[src/rtl/alu_cc_pipe.sv]
// Purpose : two-stage pipelined Y86 ALU (add/sub/and/xor with signed overflow) plus ZF/SF/OF register and jXX/cmovXX condition evaluation.
// Latency : op accepted at edge N is presented on out_* after edge N+1; 1 op/cycle when out_ready stays high.
// Backpr. : S1 holds while out_valid && !out_ready; S0 holds behind it; in_ready = !S0.valid || S1 can advance (comb path from out_ready).
// Ports   : clk/rst_n (async active-low), flush (sync clear), in_* operand handshake, out_* result handshake,
//           cc = {ZF,SF,OF}, cond_fn selects the Y86 condition, cond_true is its combinational result.
module alu_cc_pipe #(
    parameter int WIDTH = 64
) (
    input  logic             clk,
    input  logic             rst_n,
    input  logic             flush,
    input  logic             in_valid,
    output logic             in_ready,
    input  logic [1:0]       in_ctrl,
    input  logic [WIDTH-1:0] in_a,
    input  logic [WIDTH-1:0] in_b,
    input  logic             in_set_cc,
    output logic             out_valid,
    input  logic             out_ready,
    output logic [WIDTH-1:0] out_ans,
    output logic             out_overflow,
    output logic [2:0]       cc,
    input  logic [2:0]       cond_fn,
    output logic             cond_true
);

    localparam int MSB = WIDTH - 1;

    // Stage 0: latched operands
    logic             s0_valid;
    logic [1:0]       s0_ctrl;
    logic [WIDTH-1:0] s0_a;
    logic [WIDTH-1:0] s0_b;
    logic             s0_set_cc;

    logic             adv0;
    logic             adv1;
    logic [WIDTH-1:0] alu_ans;
    logic             alu_of;

    assign adv1     = s0_valid && (!out_valid || out_ready);
    assign in_ready = !s0_valid || adv1;
    // A flush edge drops whatever is offered that cycle.
    assign adv0     = in_valid && in_ready && !flush;

    // ALU operates on S0 contents; its result is captured into S1.
    always_comb begin
        alu_ans = '0;
        alu_of  = 1'b0;
        case (s0_ctrl)
            2'b00: begin
                alu_ans = s0_a + s0_b;
                alu_of  = (s0_a[MSB] == s0_b[MSB]) && (alu_ans[MSB] != s0_a[MSB]);
            end
            2'b01: begin
                alu_ans = s0_a - s0_b;
                alu_of  = (s0_a[MSB] != s0_b[MSB]) && (alu_ans[MSB] != s0_a[MSB]);
            end
            2'b10: alu_ans = s0_a & s0_b;
            default: alu_ans = s0_a ^ s0_b;
        endcase
    end

    always_ff @(posedge clk or negedge rst_n) begin
        if (!rst_n) begin
            s0_valid  <= 1'b0;
            s0_ctrl   <= 2'b00;
            s0_a      <= '0;
            s0_b      <= '0;
            s0_set_cc <= 1'b0;
        end else if (flush) begin
            s0_valid <= 1'b0;
        end else if (adv0) begin
            s0_valid  <= 1'b1;
            s0_ctrl   <= in_ctrl;
            s0_a      <= in_a;
            s0_b      <= in_b;
            s0_set_cc <= in_set_cc;
        end else if (adv1) begin
            s0_valid <= 1'b0;
        end
    end

    // Stage 1 and the condition codes. The CC write is tied to the S1 load,
    // so the flags describe the result on out_ans in the same cycle. The
    // op's set_cc is consumed here rather than carried into S1.
    always_ff @(posedge clk or negedge rst_n) begin
        if (!rst_n) begin
            out_valid    <= 1'b0;
            out_ans      <= '0;
            out_overflow <= 1'b0;
            cc           <= 3'b100;
        end else if (flush) begin
            out_valid <= 1'b0;
        end else if (adv1) begin
            out_valid    <= 1'b1;
            out_ans      <= alu_ans;
            out_overflow <= alu_of;
            if (s0_set_cc) begin
                cc <= {alu_ans == '0, alu_ans[MSB], alu_of};
            end
        end else if (out_ready) begin
            out_valid <= 1'b0;
        end
    end

    // Y86 condition evaluation from the registered flags.
    always_comb begin
        cond_true = 1'b0;
        case (cond_fn)
            3'd0: cond_true = 1'b1;
            3'd1: cond_true = (cc[1] ^ cc[0]) | cc[2];
            3'd2: cond_true = cc[1] ^ cc[0];
            3'd3: cond_true = cc[2];
            3'd4: cond_true = !cc[2];
            3'd5: cond_true = !(cc[1] ^ cc[0]);
            3'd6: cond_true = !(cc[1] ^ cc[0]) && !cc[2];
            default: cond_true = 1'b0;
        endcase
    end

endmodule

[config.mk]
export PLATFORM = sky130hd
export DESIGN_NAME = alu_cc_pipe
export DESIGN_NICKNAME = d
export VERILOG_FILES = /design/src/rtl/alu_cc_pipe.sv
export SDC_FILE = /design/constraint.sdc
export NUM_CORES = 1
export LEC_CHECK = 0
export ABC_AREA = 1
export CAP_MARGIN = 25
export CELL_PAD_IN_SITES_DETAIL_PLACEMENT = 0
export CELL_PAD_IN_SITES_GLOBAL_PLACEMENT = 1
export CORE_MARGIN = 2
export CORE_UTILIZATION = 38
export CTS_BUF_LIST = sky130_fd_sc_hd__clkbuf_8
export DETAILED_ROUTE_END_ITERATION = 8
export PLACE_DENSITY_LB_ADDON = 0.1
export SLEW_MARGIN = 30
export SYNTH_ARGS = -nofsm -noshare
export SYNTH_HDL_FRONTEND = slang
export SYNTH_SLANG_ARGS = --single-unit
[constraint.sdc]
create_clock -name clk -period 2.4 [get_ports clk]
set_clock_uncertainty 0.15 [all_clocks]
set_input_delay 0.6 -clock clk [delete_from_list [all_inputs] [get_ports clk]]
set_output_delay 0.6 -clock clk [all_outputs]
set_load 0.01 [all_outputs]
Word-level counts from Yosys, hierarchy flattened. Index checks and enable logic that the tools add are counted.

Output and inout bits: 71. Bits in registers: 201. Input port bits: 139.

Bitwise gates (word level): 5. $add $sub $neg: 2. Mux-type cells: 9. Equal/unequal tests: 12. Reduce and logical (&&, ||, !) cells: 21.

Operators with widths (number): $pmux W64 S3 (1); $add A64 B64 Y64 (1); $and A64 B64 Y64 (1); $logic_not A64 Y1 (1); $sub A64 B64 Y64 (1); $xor A64 B64 Y64 (1); $eq A3 B3 Y1 const B (3); $pmux W1 S7 (1); $eq A3 B2 Y1 const B (2); $logic_and A1 B1 Y1 (6); $mux W1 (6); $reduce_bool A3 Y1 (2); $logic_not A1 Y1 (5); $reduce_and A2 Y1 (2); $eq A3 B1 Y1 const B (1); $logic_not A3 Y1 (1); $ne A1 B1 Y1 (3); $reduce_and A3 Y1 (1); $eq A2 B1 Y1 const B (1); $eq A2 B2 Y1 const B (1); $logic_not A2 Y1 (1); $logic_or A1 B1 Y1 (2); $pmux W1 S2 (1); $eq A1 B1 Y1 (1); 3 further kinds (3).

Logic depth before layout (Yosys ltp). Gate-level depths: netlist of run 1.

Word-level depth: 8. Depth in mapped cells: 25. Gate-level depth less buffers: 24.

Least setup slack after synthesis of run 1. OpenSTA, ideal clock, no wires.

Kind: register -> register. From: register s0_b[0]. To: register cc[2]. Data arrival time: 2.403 ns. Path slack: -0.213 ns. Stages on the path, launching flop included: 23. Setup time: 0.060 ns. Cell sequence: dfrtp_1 -> ha_1 -> inv_1 -> fa_1 -> nor2_4 -> nand3_1 -> nand3_1 -> nand2_1 -> nand2_1 -> nand2_1 -> nand2_1 -> nand2_1 -> nand2_1 -> nand2_1 -> nand3_1 -> nand3_1 -> nand2_1 -> nand2_1 -> nor2_1 -> nand2_1 -> nor2_1 -> nand3_1 -> nand2_1.

Longest elaborated chain between the ends: 3.

Ends and longest elaborated chain: start: declaration (line 33) `logic [WIDTH-1:0] s0_b;`; start signal: assignment (line 77) `s0_b <= in_b;`; $sub A64 B64 Y64, or another cell as far along (line 56) `alu_ans = s0_a - s0_b;`; $pmux W64 S3 (*) (line 50) `case (s0_ctrl)`; $logic_not A64 Y1 (*) (line 100) `cc <= {alu_ans == '0, alu_ans[MSB], alu_of};`; end signal: assignment (line 100); end: declaration (line 22) `output logic [2:0] cc,`.

Mark *: on every way between the ends. The rest lies on a longest branch, timed or not. A chain may end at the register's enable or synchronous reset.

Final worst setup path of run 1. Ends and elaborated chain as after synthesis.

==> results.cfg, run 1 <==
[worst_setup_path]
cp-start-kind = register
worstSetupPathType = reg -> reg
cpMostUsedCell = nand2_4
critPathMaxFanout = 3
rrSetupSlack_ns = -0.91
endpoint_kind = register
cp_slowest_cell = dfrtp_1
cp_top_family = simple AND/OR/NAND/NOR gates
slowest_delay_ns = 0.37
crit_buf_inv = 3
cp.required_ns = 2.79
arrival_ns = 3.69
worstPathCellList = ha_2 -> inv_2 -> fa_2 -> nor2_4 -> nand3_4 -> nor2_4 -> nor2_4 -> nand2_4 -> nand2_4 -> nand2_4 -> buf_12 -> nand2_8 -> nand2_4 -> nand2_2 -> nand3_2 -> nand3_2 -> nor2_1 -> buf_4 -> nand2_1 -> nor2_2 -> nand3_1 -> nor2_2 -> nand3_1 -> nand2_1

[yosys]
synth_common_cells = 1234 x nand2_1, 604 x inv_1, 295 x nand3_1
synthArstFlopShare_pct = 100
netlist_area_um2 = 21800
synth_area_leaders = dfrtp_1 23%, nand2_1 21%, inv_1 10%, ha_1 7.3%, nand3_1 6.8%
synthCells = 3633
synth_cell_types = 50
yosysMostFrequentCell = nand2_1
yosysSeqAreaShare_pct = 23.1
synth_edf_count = 0
ys_ff_latch = 201
ys.warnings.count = 0
avgSynthCellArea_um2 = 6.00
synth_top_area_cell = dfrtp_1
synth_top_area_share_pct = 22.9
yosys_most_used_dff = dfrtp_1
syn_nets = 3902

[placement]
dpl.hpwl_um = 91100
dpl-instance-area_um2 = 31600
port_buffers = 209
place.gp.congestion = 1.10
dp_slack_ns = -1.09

[grt]
grt_max_degree = 72
grt_pass1_vias = 28466
gr-total-overflow = 0
grt_pass1_wl_um = 166000
grt_antenna_before_repair = 2
gr-usage-all-layers_pct = 36.7

[final_layout]
fin_nets = 5169
fin_area_um2 = 38900
drive_above_1_share_pct = 47.6
syn2layout_area_growth_pct = 78.4

[status]
outcome = finished, violations left
violations = negative setup slack

[power]
sw_frac_of_total_pct = 46.7
leakage_nw = 20.4
p_sw_mw = 14.9
p_comb_share_pct = 74.5
p_clk_share_pct = 10.9
ir_worst_vdd_uv = 531
finalPower_mw = 32.0
power.internal_mw = 17.0
p_per_area_nw_per_um2 = 821
seqPwrFrac_pct = 14.6

[sta]
hold_viol_final = 0
min_period_ns = 3.31
worst_slew_pin_slew_ns = 0.718
fin_ws_ns = -0.906
maxSlewHeadroom_pct = 51.7
fmax_mhz = 302
setup_viol = 65
period_share_pct = 138
rsz0062_at_grt = yes
maxSlewViolCount = 0

[clock_network]
insertion_delay_ns = 0.60
cts_buffers = 37
root_buffer = clkbuf_8
h-tree-depth = 2
clock_path_buffers = 3
clock-sinks = 201
clkTransAtPathRegs_ns = 0.06
cts_tree = built

[detailed_routing]
wl_um = 115000
wl_per_cell_um = 20.2
drtPass1Iterations = 6
vias = 29221
drc = 0
detail-route-antenna-nets = 0
drt_iter0_drc = 2244
via_per_inst = 5.14

[floorplan]
dieArea_um2 = 59300
die_width_um = 244
coreArea_um2 = 56600
rows = 87
ios = 210
fp.dieH_um = 244
start_util_pct = 38.5

[run]
drv_cap = 0

[hold_path]
holdCritPathClass = reg -> reg
==> worst reg2reg max path, cell delays in order (launching register included) <==
cell and delay [ns]:
dfrtp_1 0.37, ha_2 0.21, inv_2 0.05, fa_2 0.37
nor2_4 0.20, nand3_4 0.15, nor2_4 0.16, nor2_4 0.06
nand2_4 0.10, nand2_4 0.07, nand2_4 0.08, buf_12 0.11
nand2_8 0.04, nand2_4 0.07, nand2_2 0.05, nand3_2 0.06
nand3_2 0.08, nor2_1 0.12, buf_4 0.16, nand2_1 0.07
nor2_2 0.11, nand3_1 0.10, nor2_2 0.14, nand3_1 0.11
nand2_1 0.07
==> metal layers <==
metal,wire (um),GRT usage (%),vias up,part of all wire (%)
li1,-,-,13775,-
met1,49200,50.4,13969,43
met2,50400,57.7,1239,44
met3,10600,7.66,236,9.2
met4,4510,11.4,2,3.9
met5,11,0,-,0.0096
==> logic make-up after synthesis <==
group | synth area share, %
AOI/OAI and AO/OA | 8.64
xor gates and xnor gates | 0.120
adders and majority gates | 7.53
buffers and inverters | 15.4
DFF | 23.1
muxes | 3.30
and+or+nand+nor | 42.0
==> flip-flops by register name (all words and copies together), names as in the netlist <==
name	count
out_ans	64
s0_a	64
s0_b	64
cc	3
s0_ctrl	2
out_overflow	1
out_valid	1
s0_set_cc	1
s0_valid	1
==> power by group through the flow <==
| stage | registers [mW] | clock network (mW) | logic, mW |
|---|---|---|---|
| 6_report | 4.66 | 3.50 | 23.8 |
| 5_1_grt | 4.73 | 3.71 | 25.1 |
| 4_1_cts | 4.63 | 3.58 | 21.2 |
| 3_5_place_dp | 4.60 | 0 | 17.9 |
| 3_3_place_gp | 4.55 | 0 | 17.7 |
| 2_1_floorplan | 4.72 | 0 | 8.01 |
==> final cells by class <==
| cell class | instances | area [um2] |
|---|---|---|
| timing repair buffer | 1349 | 11500 |
| sequential | 201 | 5030 |
| clock buffer | 46 | 633 |
| clock inverter | 19 | 131 |
| fill | 4818 | 17700 |
| multi-input combinational | 2637 | 18100 |
| antenna | 2 | 5.00 |
| inverter | 674 | 2570 |
| tap | 756 | 946 |
==> metrics by stage <==
| step | hold WS (ns) | std cells | utilization, % | TNS, ns |
|---|---|---|---|---|
| global route | 0.357 | 5684 | 68.8 | -30.47 |
| floorplan | 0.154 | 3633 | - | -0.137 |
| finish | 0.323 | 5684 | 68.8 | -24.25 |
| global placement | 0.315 | 5444 | 55.7 | -46.44 |
| CTS | 0.331 | 5609 | 64.7 | -16.82 |
| detailed placement | 0.315 | 5444 | 55.7 | -54.40 |
==> placed cells by master, fill, tap and decap left out, types with 19 or more instances in the layout <==
cell type,count
inv_1,523
a21oi_1,120
nand3_4,40
dfrtp_1,199
buf_6,129
nand3_2,86
a21oi_4,19
ha_4,65
nor2_1,202
buf_12,30
nand3_1,186
nand2_2,258
clkbuf_8,47
mux2_2,64
inv_2,142
nand2_4,131
ha_1,41
nor2_2,74
nand4_1,58
clkdlybuf4s50_1,204
o21ai_0,64
nand2_1,904
o21ai_1,31
a21oi_2,48
ha_2,22
buf_4,979
nor2_4,104
o21ai_2,28
==> timing repair <==
item                                    CTS  global route
setup buffers                           110            96
pin swaps                               191           239
hold buffers                              1             0
cloned                                    1             0
endpoints found under the setup margin   68            69
endpoints found under the hold margin    41             0
gates resized for setup                 909           458
==> path summary, 6_finish.rpt <==
kind | start | to | cells past startpoint
worst max-delay path | s0_b[0] | cc[2] | 24
worst min-delay path | out_ans[19] | out_ans[19] | 2
worst max register to register | s0_b[0] | cc[2] | 24
worst min register to register | out_ans[19] | out_ans[19] | 2
max in group asynchronous | rst_n | cc[2] | 3
min in group asynchronous | rst_n | s0_a[2] | 2
Power figures use the tool's default switching activity.
==> run 2, diff against run 1 <==
--- a/config.mk
+++ b/config.mk
@@ -5,14 +5,15 @@
 export SDC_FILE = /design/constraint.sdc
 export NUM_CORES = 1
 export LEC_CHECK = 0
-export ABC_AREA = 1
+export ABC_AREA = 0
 export CAP_MARGIN = 25
 export CELL_PAD_IN_SITES_DETAIL_PLACEMENT = 0
 export CELL_PAD_IN_SITES_GLOBAL_PLACEMENT = 1
 export CORE_MARGIN = 2
-export CORE_UTILIZATION = 38
+export CORE_UTILIZATION = 45
 export CTS_BUF_LIST = sky130_fd_sc_hd__clkbuf_8
 export DETAILED_ROUTE_END_ITERATION = 8
+export DONT_BUFFER_PORTS = 1
 export PLACE_DENSITY_LB_ADDON = 0.1
 export SLEW_MARGIN = 30
 export SYNTH_ARGS = -nofsm -noshare
==> results.cfg, run 2 <==
[worst_setup_path]
cp-start-kind = register
crit_buf_inv = 2
endpoint_kind = register
arrival_ns = 5.13
cp_top_family = simple AND/OR/NAND/NOR gates
slowest_delay_ns = 0.60
cp_slowest_cell = nor4b_1
worstPathCellList = inv_2 -> ha_4 -> fa_2 -> nor2b_4 -> buf_4 -> a21o_1 -> a221oi_4 -> nor4b_1 -> o21ai_0 -> nor4_2 -> and3_1 -> nand4_1 -> nand4bb_1 -> nor4_2 -> nand4_1 -> o21ai_1
critPathMaxFanout = 3
cp.required_ns = 2.81
worstSetupPathType = reg -> reg

[sta]
hold_viol_final = 201
setup-tns-final_ns = -80.96
maxSlewViolCount = 0
fmax_mhz = 212
min_period_ns = 4.73
rsz0062_at_grt = yes
setup_viol = 66
fin_ws_ns = -2.33
maxSlewHeadroom_pct = 33.6
hold-worst-slack_ns = -0.510
period_share_pct = 197
worst_slew_pin_slew_ns = 0.983

[detailed_routing]
drtPass1Iterations = 9
drt_iter0_drc = 3219
drc = 0
via_per_inst = 6.30
wl_um = 101000
vias = 24654
detail-route-antenna-nets = 0
wl_per_cell_um = 25.9

[grt]
gr-total-overflow = 0
grt_pass1_wl_um = 142000
busiest_layer = met2
grt_use_met3_pct = 11.0
grt.met1_usage_pct = 55.9
grt_antenna_before_repair = 6
grt.met2_usage_pct = 69.1
grt_max_degree = 202
gr-usage-all-layers_pct = 43.8
grt_pass1_vias = 23862

[yosys]
netlist_area_um2 = 18400
syn_nets = 2539
avgSynthCellArea_um2 = 8.11
synth_edf_count = 0
yosysMostFrequentCell = nand2_1
yosysSeqAreaShare_pct = 27.3
synth_top_area_cell = dfrtp_1
synthArstFlopShare_pct = 100
synth_common_cells = 258 x nand2_1, 200 x dfrtp_1, 181 x a21oi_1
synthCells = 2270
yosys_most_used_dff = dfrtp_1
synth_top_area_share_pct = 27.2
ys_ff_latch = 201
synth_area_leaders = dfrtp_1 27%, ha_1 8.7%, mux2_2 8.4%, nand2_1 5.3%, a21oi_1 4.9%
ys.warnings.count = 0
synth_cell_types = 98

[clock_network]
cts_tree = built
clock_path_buffers = 3
insertion_delay_ns = 0.65
clock-sinks = 201
clkTransAtPathRegs_ns = 0.07
root_buffer = clkbuf_8
cts_buffers = 37
h-tree-depth = 2

[final_layout]
final_cell_mix = 893 x buf_4, 226 x nand2_1, 194 x dfrtp_1
seqCellArea_um2 = 5040
fin_nets = 3619
drive_above_1_share_pct = 52.0
syn2layout_area_growth_pct = 78.2
fill_cells = 2585
fin_area_um2 = 32800
top_regs = out_ans (64), s0_a (64), s0_b (64)
multi_input_area_um2 = 15800
final_common_cell = buf_4
fin_util_pct = 80.7

[floorplan]
dieArea_um2 = 42500
die_width_um = 206
fp.dieH_um = 206
coreArea_um2 = 40600
ios = 210
rows = 74
start_util_pct = 45.3

[power]
leakage_nw = 14.6
p_per_area_nw_per_um2 = 949
finalPower_mw = 31.1
ir_worst_vdd_uv = 632

[placement]
dpl.hpwl_um = 69400
dpl-instance-area_um2 = 26100
place.gp.congestion = 1.10
port_buffers = 0

[status]
violations = negative hold slack, negative setup slack
outcome = finished, violations left

[run]
drv_cap = 0

[hold_path]
holdCritPathClass = in -> async
[run 2: metal layers]
| layer | vias to the layer above | share of wire, % | wire length (um) |
|---|---|---|---|
| li1 | 10648 | - | - |
| met1 | 11852 | 38 | 38600 |
| met2 | 1668 | 44 | 44500 |
| met3 | 484 | 12 | 12100 |
| met4 | 2 | 6.0 | 6050 |
| met5 | - | 0.091 | 92 |
[run 2: power breakdown]
| part | internal, mW | leakage, nW | total (mW) | switching [mW] |
|---|---|---|---|---|
| Clock | 1.77 | 0.410 | 3.49 | 1.72 |
| Sequential | 4.17 | 2.41 | 5.27 | 1.10 |
| Combinational | 10.7 | 11.8 | 22.4 | 11.7 |
| Total | 16.6 | 14.6 | 31.1 | 14.5 |
[run 2: worst paths after layout]
kind                           start        end  slack [ns]  cells after the start
max                          s0_a[0]      cc[2]       -2.33                     16
max in group asynchronous      rst_n   s0_b[38]        2.28                      0
min                            rst_n    s0_b[1]       -0.51                      0
min in group clk           out_ready  out_valid        0.21                      4
max reg2reg                  s0_a[0]      cc[2]       -2.33                     16
min reg2reg                 s0_a[52]   s0_a[52]        0.40                      1
[run 2: per-stage QoR]
stage | std cells | setup slack (ns)
2_1_floorplan | 2270 | -1.27
3_3_place_gp | 3576 | -2.04
3_5_place_dp | 3576 | -2.03
4_1_cts | 3852 | -1.57
5_1_grt | 3910 | -2.33
6_report | 3913 | -2.33
[run 2: layout make-up]
type                            instances  share of cell area [%]
Multi-Input combinational cell       1785                    48.3
Antenna cell                            7                  0.0534
Inverter                              143                    1.65
Timing Repair Buffer                 1182                    30.4
Clock buffer                           44                    1.85
Tap cell                              532                    2.03
Clock inverter                         19                   0.362
Sequential cell                       201                    15.4
[run 2: cells by family after synthesis]
group	after synthesis	synth area share [%]
and+or+nand+nor	752	20.2
AOI/OAI and AO/OA	723	26.8
buffers and inverters	284	6.06
DFF	201	27.3
muxes	161	9.78
adders and majority gates	130	8.92
xor gates and xnor gates	19	0.904
[run 2: timing repair]
| item | 4_1_cts | 5_1_grt |
|---|---|---|
| pin swaps | 160 | 163 |
| hold endpoints to repair | 333 | 202 |
| hold buffers | 132 | 1 |
| setup endpoints to repair | 66 | 68 |
| resized for setup | 472 | 279 |
| buffers inserted | 92 | 89 |
[run 2: worst reg2reg max path, cell delays in order (launching register included)]
cell	delay, ns
dfrtp_2	0.56
inv_2	0.19
ha_4	0.20
fa_2	0.37
nor2b_4	0.16
buf_4	0.15
a21o_1	0.29
a221oi_4	0.19
nor4b_1	0.60
o21ai_0	0.26
nor4_2	0.27
and3_1	0.26
nand4_1	0.15
nand4bb_1	0.25
nor4_2	0.35
nand4_1	0.13
o21ai_1	0.13
